## config.mk

```make
export PLATFORM = sky130hd
export DESIGN_NAME = mult_div_unit
export DESIGN_NICKNAME = d
export VERILOG_FILES = /design/src/rtl/mult_div_unit.sv
export SDC_FILE = /design/constraint.sdc
export NUM_CORES = 1
export LEC_CHECK = 0
export BUFFER_PORTS_ARGS = -buffer_cell sky130_fd_sc_hd__buf_2
export CAP_MARGIN = 15
export CORE_AREA = 3 3 152 154
export CTS_CLUSTER_SIZE = 40
export DETAILED_ROUTE_END_ITERATION = 7
export DIE_AREA = 0 0 155 157
export HOLD_SLACK_MARGIN = 0.05
export PLACE_DENSITY_LB_ADDON = 0.25
export SLEW_MARGIN = 15
export SYNTH_ARGS = -nofsm -noshare
export SYNTH_HDL_FRONTEND = slang
export SYNTH_SLANG_ARGS = --single-unit
```

## constraint.sdc

```tcl
create_clock -name clock -period 5.1 [get_ports clock]
set_clock_uncertainty 0.05 [all_clocks]
set_input_delay 0.765 -clock clock [delete_from_list [all_inputs] [get_ports clock]]
set_output_delay 0.765 -clock clock [all_outputs]
set_load 0.03 [all_outputs]
```

## src/rtl/mult_div_unit.sv

```systemverilog
// Iterative signed multiply/divide unit: one radix-2 step per clock, fixed WIDTH+1 cycle latency.
// state | meaning
// IDLE  | waiting for ctrl_MULT / ctrl_DIV
// MUL   | shift-add steps on operand magnitudes, then sign fix-up
// DIV   | restoring-division steps on magnitudes, then sign fix-up
// DONE  | result presented with one-cycle data_resultRDY; may accept a new start
module mult_div_unit #(
   parameter int WIDTH = 32
) (
   input  logic             clock,
   input  logic             reset,
   input  logic             ctrl_MULT,
   input  logic             ctrl_DIV,
   input  logic [WIDTH-1:0] data_operandA,
   input  logic [WIDTH-1:0] data_operandB,
   output logic [WIDTH-1:0] data_result,
   output logic             data_exception,
   output logic             data_resultRDY,
   output logic             busy
);

   localparam int CW = $clog2(WIDTH);
   localparam logic [CW-1:0] CNT_LAST = CW'(WIDTH - 1);

   typedef enum logic [1:0] {IDLE, MUL, DIV, DONE} state_t;

   state_t             state, state_nxt;
   logic [CW-1:0]      cnt;
   logic               steps_done;
   logic [2*WIDTH-1:0] acc;
   logic [WIDTH-1:0]   mag_b;
   logic               neg_res;
   logic               div_zero;
   logic               div_ovf;

   logic [WIDTH:0]     mul_sum;
   logic [WIDTH:0]     div_shift;
   logic [WIDTH:0]     div_trial;
   logic [2*WIDTH-1:0] prod_s;
   logic [WIDTH:0]     prod_top;
   logic               mul_exc;
   logic [WIDTH-1:0]   quo_s;

   function automatic logic [WIDTH-1:0] mag(input logic [WIDTH-1:0] v);
      return v[WIDTH-1] ? (-v) : v;
   endfunction

   // acc is shared: MUL keeps {partial product, multiplier}, DIV keeps {remainder, dividend/quotient}
   assign mul_sum   = {1'b0, acc[2*WIDTH-1:WIDTH]} + {1'b0, (acc[0] ? mag_b : {WIDTH{1'b0}})};
   assign div_shift = {acc[2*WIDTH-1:WIDTH], acc[WIDTH-1]};
   assign div_trial = div_shift - {1'b0, mag_b};

   assign prod_s    = neg_res ? (-acc) : acc;
   assign prod_top  = prod_s[2*WIDTH-1:WIDTH-1];
   assign mul_exc   = !((&prod_top) || !(|prod_top));
   assign quo_s     = neg_res ? (-acc[WIDTH-1:0]) : acc[WIDTH-1:0];

   always_comb begin
      state_nxt = state;
      busy      = 1'b0;
      unique case (state)
         IDLE, DONE: begin
            if (ctrl_MULT)     state_nxt = MUL;
            else if (ctrl_DIV) state_nxt = DIV;
            else               state_nxt = IDLE;
         end
         MUL, DIV: begin
            busy = 1'b1;
            if (steps_done) state_nxt = DONE;
         end
         default: state_nxt = IDLE;
      endcase
   end

   always_ff @(posedge clock or negedge reset) begin
      if (!reset) begin
         state          <= IDLE;
         cnt            <= '0;
         steps_done     <= 1'b0;
         acc            <= '0;
         mag_b          <= '0;
         neg_res        <= 1'b0;
         div_zero       <= 1'b0;
         div_ovf        <= 1'b0;
         data_result    <= '0;
         data_exception <= 1'b0;
         data_resultRDY <= 1'b0;
      end else begin
         state          <= state_nxt;
         data_resultRDY <= 1'b0;
         unique case (state)
            IDLE, DONE: begin
               if (ctrl_MULT || ctrl_DIV) begin
                  cnt        <= '0;
                  steps_done <= 1'b0;
                  acc        <= {{WIDTH{1'b0}}, mag(data_operandA)};
                  mag_b      <= mag(data_operandB);
                  neg_res    <= data_operandA[WIDTH-1] ^ data_operandB[WIDTH-1];
                  div_zero   <= (data_operandB == '0);
                  div_ovf    <= (data_operandA == {1'b1, {(WIDTH-1){1'b0}}}) &&
                                (data_operandB == {WIDTH{1'b1}});
               end
            end
            MUL, DIV: begin
               if (steps_done) begin
                  steps_done     <= 1'b0;
                  data_resultRDY <= 1'b1;
                  if (state == MUL) begin
                     data_result    <= prod_s[WIDTH-1:0];
                     data_exception <= mul_exc;
                  end else if (div_zero) begin
                     data_result    <= '0;
                     data_exception <= 1'b1;
                  end else begin
                     data_result    <= quo_s;
                     data_exception <= div_ovf;
                  end
               end else begin
                  if (state == MUL) begin
                     acc <= {mul_sum, acc[WIDTH-1:1]};
                  end else if (!div_trial[WIDTH]) begin
                     acc <= {div_trial[WIDTH-1:0], acc[WIDTH-2:0], 1'b1};
                  end else begin
                     acc <= {div_shift[WIDTH-1:0], acc[WIDTH-2:0], 1'b0};
                  end
                  if (cnt == CNT_LAST) steps_done <= 1'b1;
                  else                 cnt        <= cnt + CW'(1);
               end
            end
            default: ;
         endcase
      end
   end

endmodule

```

==> Word-level counts from Yosys, hierarchy flattened <==
Cells that the tools add are included.
{ "totals": {"word_cells": 73, "inputBits": 68, "register_bits": 141, "out_inout_bits": 35} }
{ "classes": {"n_addsub": 7, "bitwise": 1, "n_eq_ne": 10, "mux": 29, "n_reduce_logical": 15} }
{ "op_table": {"columns": ["op", "n"], "rows": [
  ["64-bit two-way mux", 5],
  ["32-bit two-way mux", 6],
  ["64-bit one-hot mux with 2 select lines", 1],
  ["32-bit negation", 3],
  ["32-bit == test (second input constant)", 2],
  ["64-bit negation", 1],
  ["32-bit by 32-bit adder with 33-bit output", 1],
  ["33-bit AND reduction", 1],
  ["33-bit OR reduction", 1],
  ["33-bit by 32-bit subtractor with 33-bit output", 1],
  ["32-bit logical NOT", 1],
  ["5-bit two-way mux", 3],
  ["5-bit one-hot mux with 2 select lines", 1],
  ["1-bit two-way mux", 8],
  ["2-bit != test (second input constant)", 4],
  ["2-bit two-way mux", 3],
  ["2-bit AND reduction", 3],
  ["5-bit by 1-bit adder with 5-bit output (second input constant)", 1],
  ["5-bit == test (second input constant)", 1],
  ["2-bit == test (second input constant)", 2],
  ["2-bit one-hot mux with 2 select lines", 1],
  ["2-bit OR reduction", 2],
  ["3-bit AND reduction", 1],
  ["2-bit by 1-bit == test with 1-bit output (second input constant)", 1],
  ["6 further kinds", 8]
]} }

==> Longest topological paths before layout <==
{ "depth": {"word_depth": 7, "depth_mapped": 15, "mapped_depth_nobuf": 13} }

==> Worst setup path after synthesis <==
No wires, ideal clock.
{ "synth_path": {"path_kind": "register to register", "start": "register acc[31]", "end": "register acc[33]", "path_slack_ns": 1.413, "arrival_ns": 3.511, "stages_incl_launch_ff": 16, "setup_time_ns": 0.126, "n_path_buf": 3, "period_less_slack_ns": 3.687, "required_ns": 4.924, "path_cell_list": "dfrtp_1 > clkbuf_1 > inv_1 > ha_1 > fa_1 > nand2b_1 > a21oi_1 > o21ai_0 > a211oi_1 > or3_1 > a211o_1 > and3_1 > clkbuf_1 > buf_2 > mux2i_1 > a221o_1"} }
{ "synth_between": {"elab_chain_cells": 5} }
{ "synth_lines": {"columns": ["item", "line_no", "rtl"], "rows": [
  ["start, declared", "30", "logic [2*WIDTH-1:0] acc;"],
  ["start signal, assigned", "96", "acc <= {{WIDTH{1'b0}}, mag(data_operandA)};"],
  ["start signal, assigned", "120", "acc <= {mul_sum, acc[WIDTH-1:1]};"],
  ["start signal, assigned", "122", "acc <= {div_trial[WIDTH-1:0], acc[WIDTH-2:0], 1'b1};"],
  ["33-bit by 32-bit subtractor with 33-bit output", "51", "assign div_trial = div_shift - {1'b0, mag_b};"],
  ["64-bit two-way mux", "121", "end else if (!div_trial[WIDTH]) begin"],
  ["64-bit two-way mux", "119", "if (state == MUL) begin"],
  ["64-bit two-way mux", "105", "if (steps_done) begin"],
  ["64-bit one-hot mux with 2 select lines", "91", "unique case (state)"]
]} }
Every way passes these cells. The select of a mux whose other input is x is not followed.
A chain may end at the register's enable or synchronous reset.

==> Final worst setup path <==
{ "layout_path": {"start": "register acc[31]", "end": "register acc[53]"} }
The elaborated chain is that of the path after synthesis.

==> results.py <==
metrics = {
    "die": {
        "io_pins": 103,
        "core.rowCount": 54,
        "dieArea_sq_um": 24340,
        "coreArea_sq_um": 21820,
        "start_util_pct": 60.14,
        "die_x_microns": 155,
        "fp.dieH_microns": 157,
    },
    "critical_path": {
        "path_delay_family": "compound AO/OA/AOI/OAI gates",
        "slowest_stage": "and3_2",
        "reg2reg_slack_ps": 600,
        "r2r-end": "acc[53]$_DFFE_PN0P_",
        "crit_path_start_kind": "register",
        "r2r_cells": 13,
        "endpoint": "acc[53]$_DFFE_PN0P_",
        "critical_path_depth": 13,
        "cp-startpoint": "acc[31]$_DFFE_PN0P_",
        "crit_arrival_ps": 4730,
        "cp_max_fo": 21,
        "required_ps": 5320,
        "cp_slowest_stage_delay_ps": 620,
        "path_class": "reg -> reg",
        "path_cells": "inv_1 > ha_1 > fa_1 > nand2b_1 > a21oi_1 > o21ai_0 > a211oi_1 > or3_1 > a211o_1 > and3_2 > buf_4 > mux2i_1 > o221ai_1",
        "critPathBufInv": 2,
        "end_kind": "register",
        "timing.rr.start": "acc[31]$_DFFE_PN0P_",
    },
    "clocking": {
        "post_cts_resized": 0,
        "cts_max_path_buffers": 2,
        "cts_root_buf": "clkbuf_16",
        "numCtsBuffers": 17,
        "clk_latency_ps": 440,
        "cts_tree": "built",
        "hold_buffers": 0,
        "cts_sinks": 141,
        "cts_setup_buffers": 0,
        "clk_pin_slew_worst_paths_ps": 70,
        "htreeDepth": 4,
    },
    "routing": {
        "route.detailed.drc": 0,
        "drt-total-wl_microns": 38830,
        "routedWlPerCell_microns": 19.38,
        "first_pass_iters": 7,
        "postRouteAntennaNets": 0,
        "first_iter_violations": 1321,
        "via_count": 13090,
        "vias_per_cell": 6.536,
        "wl_met3_microns": 4124,
        "top_layer": "met4",
        "routed-wl-met2_microns": 17050,
        "wl_met1_microns": 16860,
    },
    "sta": {
        "setup_tns_ps": 0,
        "worstMarginPinSlew_ps": 1128,
        "fmax_mhz": 222.0,
        "final-hold-violation-count": 0,
        "min_period_ps": 4505,
        "finalSetupViolCount": 0,
        "slew_viol_final": 0,
        "rsz0062_at_grt": "false",
        "fin_crit_sh_pct": 88.32,
        "slew_headroom_pct": 24.79,
    },
    "synthesis": {
        "synth_top_area_share_pct": 26.89,
        "synth-main-ff-cell": "dfrtp_1",
        "yosys.area.top_type": "dfrtp_1",
        "yosysWarnings": 0,
        "ys_top_cells_by_area": "dfrtp_1, o21ai_0, ha_1",
        "yosysMostFrequentCell": "nand2_1",
        "synth_top_cells_by_count": "nand2_1, o21ai_0, dfrtp_1, nor2_1, xor2_1",
        "yosysSeqAreaShare_pct": 26.89,
        "synth-edff-count": 0,
        "synth-seq-cells": 141,
        "avgSynthCellArea_sq_um": 7.840,
        "syn_area_sq_um": 13120,
        "async_flop_share_pct": 100.0,
        "netlist_instances": 1674,
        "syn-num-nets": 1815,
        "synth_cell_type_count": 69,
    },
    "placement": {
        "post_dp_cell_area_sq_um": 13720,
        "portBuffers": 102,
        "place_congestion": 1.013,
        "dp_hpwl_microns": 28550,
    },
    "outcome": {
        "outcome": "finished clean",
    },
    "grt": {
        "grt-ovfl-total": 0,
        "grt_max_degree": 107,
        "antenna_found_initial": 0,
        "grt_pass1_wl_microns": 62730,
        "grt_pass1_vias": 12200,
        "grtUsageTotal_pct": 31.45,
    },
    "hold_path": {
        "hold_path.class": "in -> async",
    },
    "finish": {
        "utilization_pct": 65.96,
        "fillCellCount": 1823,
        "drive_gt1_share_pct": 10.97,
        "diodes": 0,
        "syn_to_final_growth_pct": 9.677,
        "stdcell_area_sq_um": 14390,
        "nNetsFinal": 1851,
    },
    "power_and_ir_drop": {
        "switching_share_pct": 52.35,
        "p_switching_mw": 5.569,
        "p_seq_share_pct": 22.0,
        "p_leak_nw": 6.317,
        "comb_power_share_pct": 64.4,
        "p_int_mw": 5.069,
        "clkPwrFrac_pct": 13.7,
        "vdd_drop_max_mv": 0.7482,
        "power.density_nw_per_um2": 739.1,
    },
    "flow_run": {
        "cap_viol_max_count": 0,
    },
}
## layout make-up
class | instances | area [sq um] | share of cell area (%)
Multi-Input combinational cell | 1365 | 8964 | 62.27
Sequential cell | 141 | 3530 | 24.52
Timing Repair Buffer | 114 | 606.8 | 4.216
Clock buffer | 17 | 425.4 | 2.955
Tap cell | 280 | 350.3 | 2.434
Inverter | 71 | 266.5 | 1.852
Clock inverter | 15 | 251.5 | 1.747
## power by group through the flow
stage                     Clock [mW]  Combinational (mW)  Sequential [mW]
after floorplan                    0                5.35             1.90
after global placement             0                6.44             2.28
after detailed placement           0                6.60             2.31
after CTS                       1.46                6.67             2.29
after global routing            1.50                7.48             2.39
final                           1.45                6.85             2.34
## layout by cell type, fill, tap and decap left out, drive strengths merged, types with 7 or more instances in the layout
cell | synthesis | layout
buf | 16 | 114
nand2 | 199 | 199
nor4 | 27 | 27
nand3 | 34 | 34
inv | 69 | 75
clkinv | 2 | 7
nor3 | 38 | 38
o21bai | 8 | 8
mux2 | 16 | 16
or4 | 21 | 21
or2 | 7 | 7
clkbuf | 81 | 17
o31ai | 40 | 40
xnor2 | 70 | 70
a22oi | 20 | 20
nand4 | 29 | 29
a21o | 18 | 18
or3 | 34 | 34
a21oi | 83 | 83
ha | 71 | 71
nor2 | 114 | 114
mux2i | 54 | 54
xor2 | 86 | 86
o41ai | 18 | 18
o21ai | 200 | 200
nor2b | 10 | 10
nand2b | 21 | 21
dfrtp | 141 | 141
o211ai | 13 | 13
a211oi | 12 | 12
and3 | 13 | 13
a31oi | 17 | 17
## per-stage QoR
| step | power [mW] | hold WS [ps] | instances | setup slack [ps] |
|---|---|---|---|---|
| floorplan | 7.248 | 399.8 | 1674 | 1413 |
| global placement | 8.727 | 406.0 | 1971 | 899.4 |
| detailed placement | 8.914 | 414.8 | 1971 | 759.3 |
| CTS | 10.42 | 430.8 | 2003 | 727.0 |
| global route | 11.38 | 440.5 | 2003 | 367.5 |
| finish | 10.64 | 316.8 | 2003 | 595.5 |
## how the worst min path moves through the flow
stage,slack [ps],cells past startpoint,startpoint,endpoint
2_1_floorplan,400,2,mag_b[10]$_DFFE_PN0P_,mag_b[10]$_DFFE_PN0P_
3_3_place_gp,410,2,data_result[31]$_DFFE_PN0P_,data_result[31]$_DFFE_PN0P_
3_5_place_dp,410,2,data_result[12]$_DFFE_PN0P_,data_result[12]$_DFFE_PN0P_
4_1_cts,430,2,data_result[28]$_DFFE_PN0P_,data_result[28]$_DFFE_PN0P_
5_1_grt,440,1,reset,acc[41]$_DFFE_PN0P_
6_report,320,1,reset,acc[41]$_DFFE_PN0P_
## metal layers
layer / vias to the layer above / global-route usage, %
li1: 6185 / -
met1: 6164 / 44.27
met2: 667 / 48.89
met3: 76 / 6.901
met4: 0 / 9.125
met5: - / 0
## flip-flops by register name, summed over array words and instances, names as in the netlist
name,cells
neg_res,1
div_zero,1
state,2
data_resultRDY,1
mag_b,32
steps_done,1
div_ovf,1
acc,64
data_result,32
cnt,5
data_exception,1
## kinds of logic after synthesis
family | Yosys count | share of synthesized area, %
XOR/XNOR | 156 | 10.41
AO/OA/AOI/OAI | 495 | 23.72
multiplexers | 70 | 5.491
AND/OR/NAND/NOR | 571 | 21.40
buffers and inverters | 168 | 5.015
flip-flops | 141 | 26.89
adder cells (fa/ha/maj) | 73 | 7.074
Power figures use the tool's default switching activity.
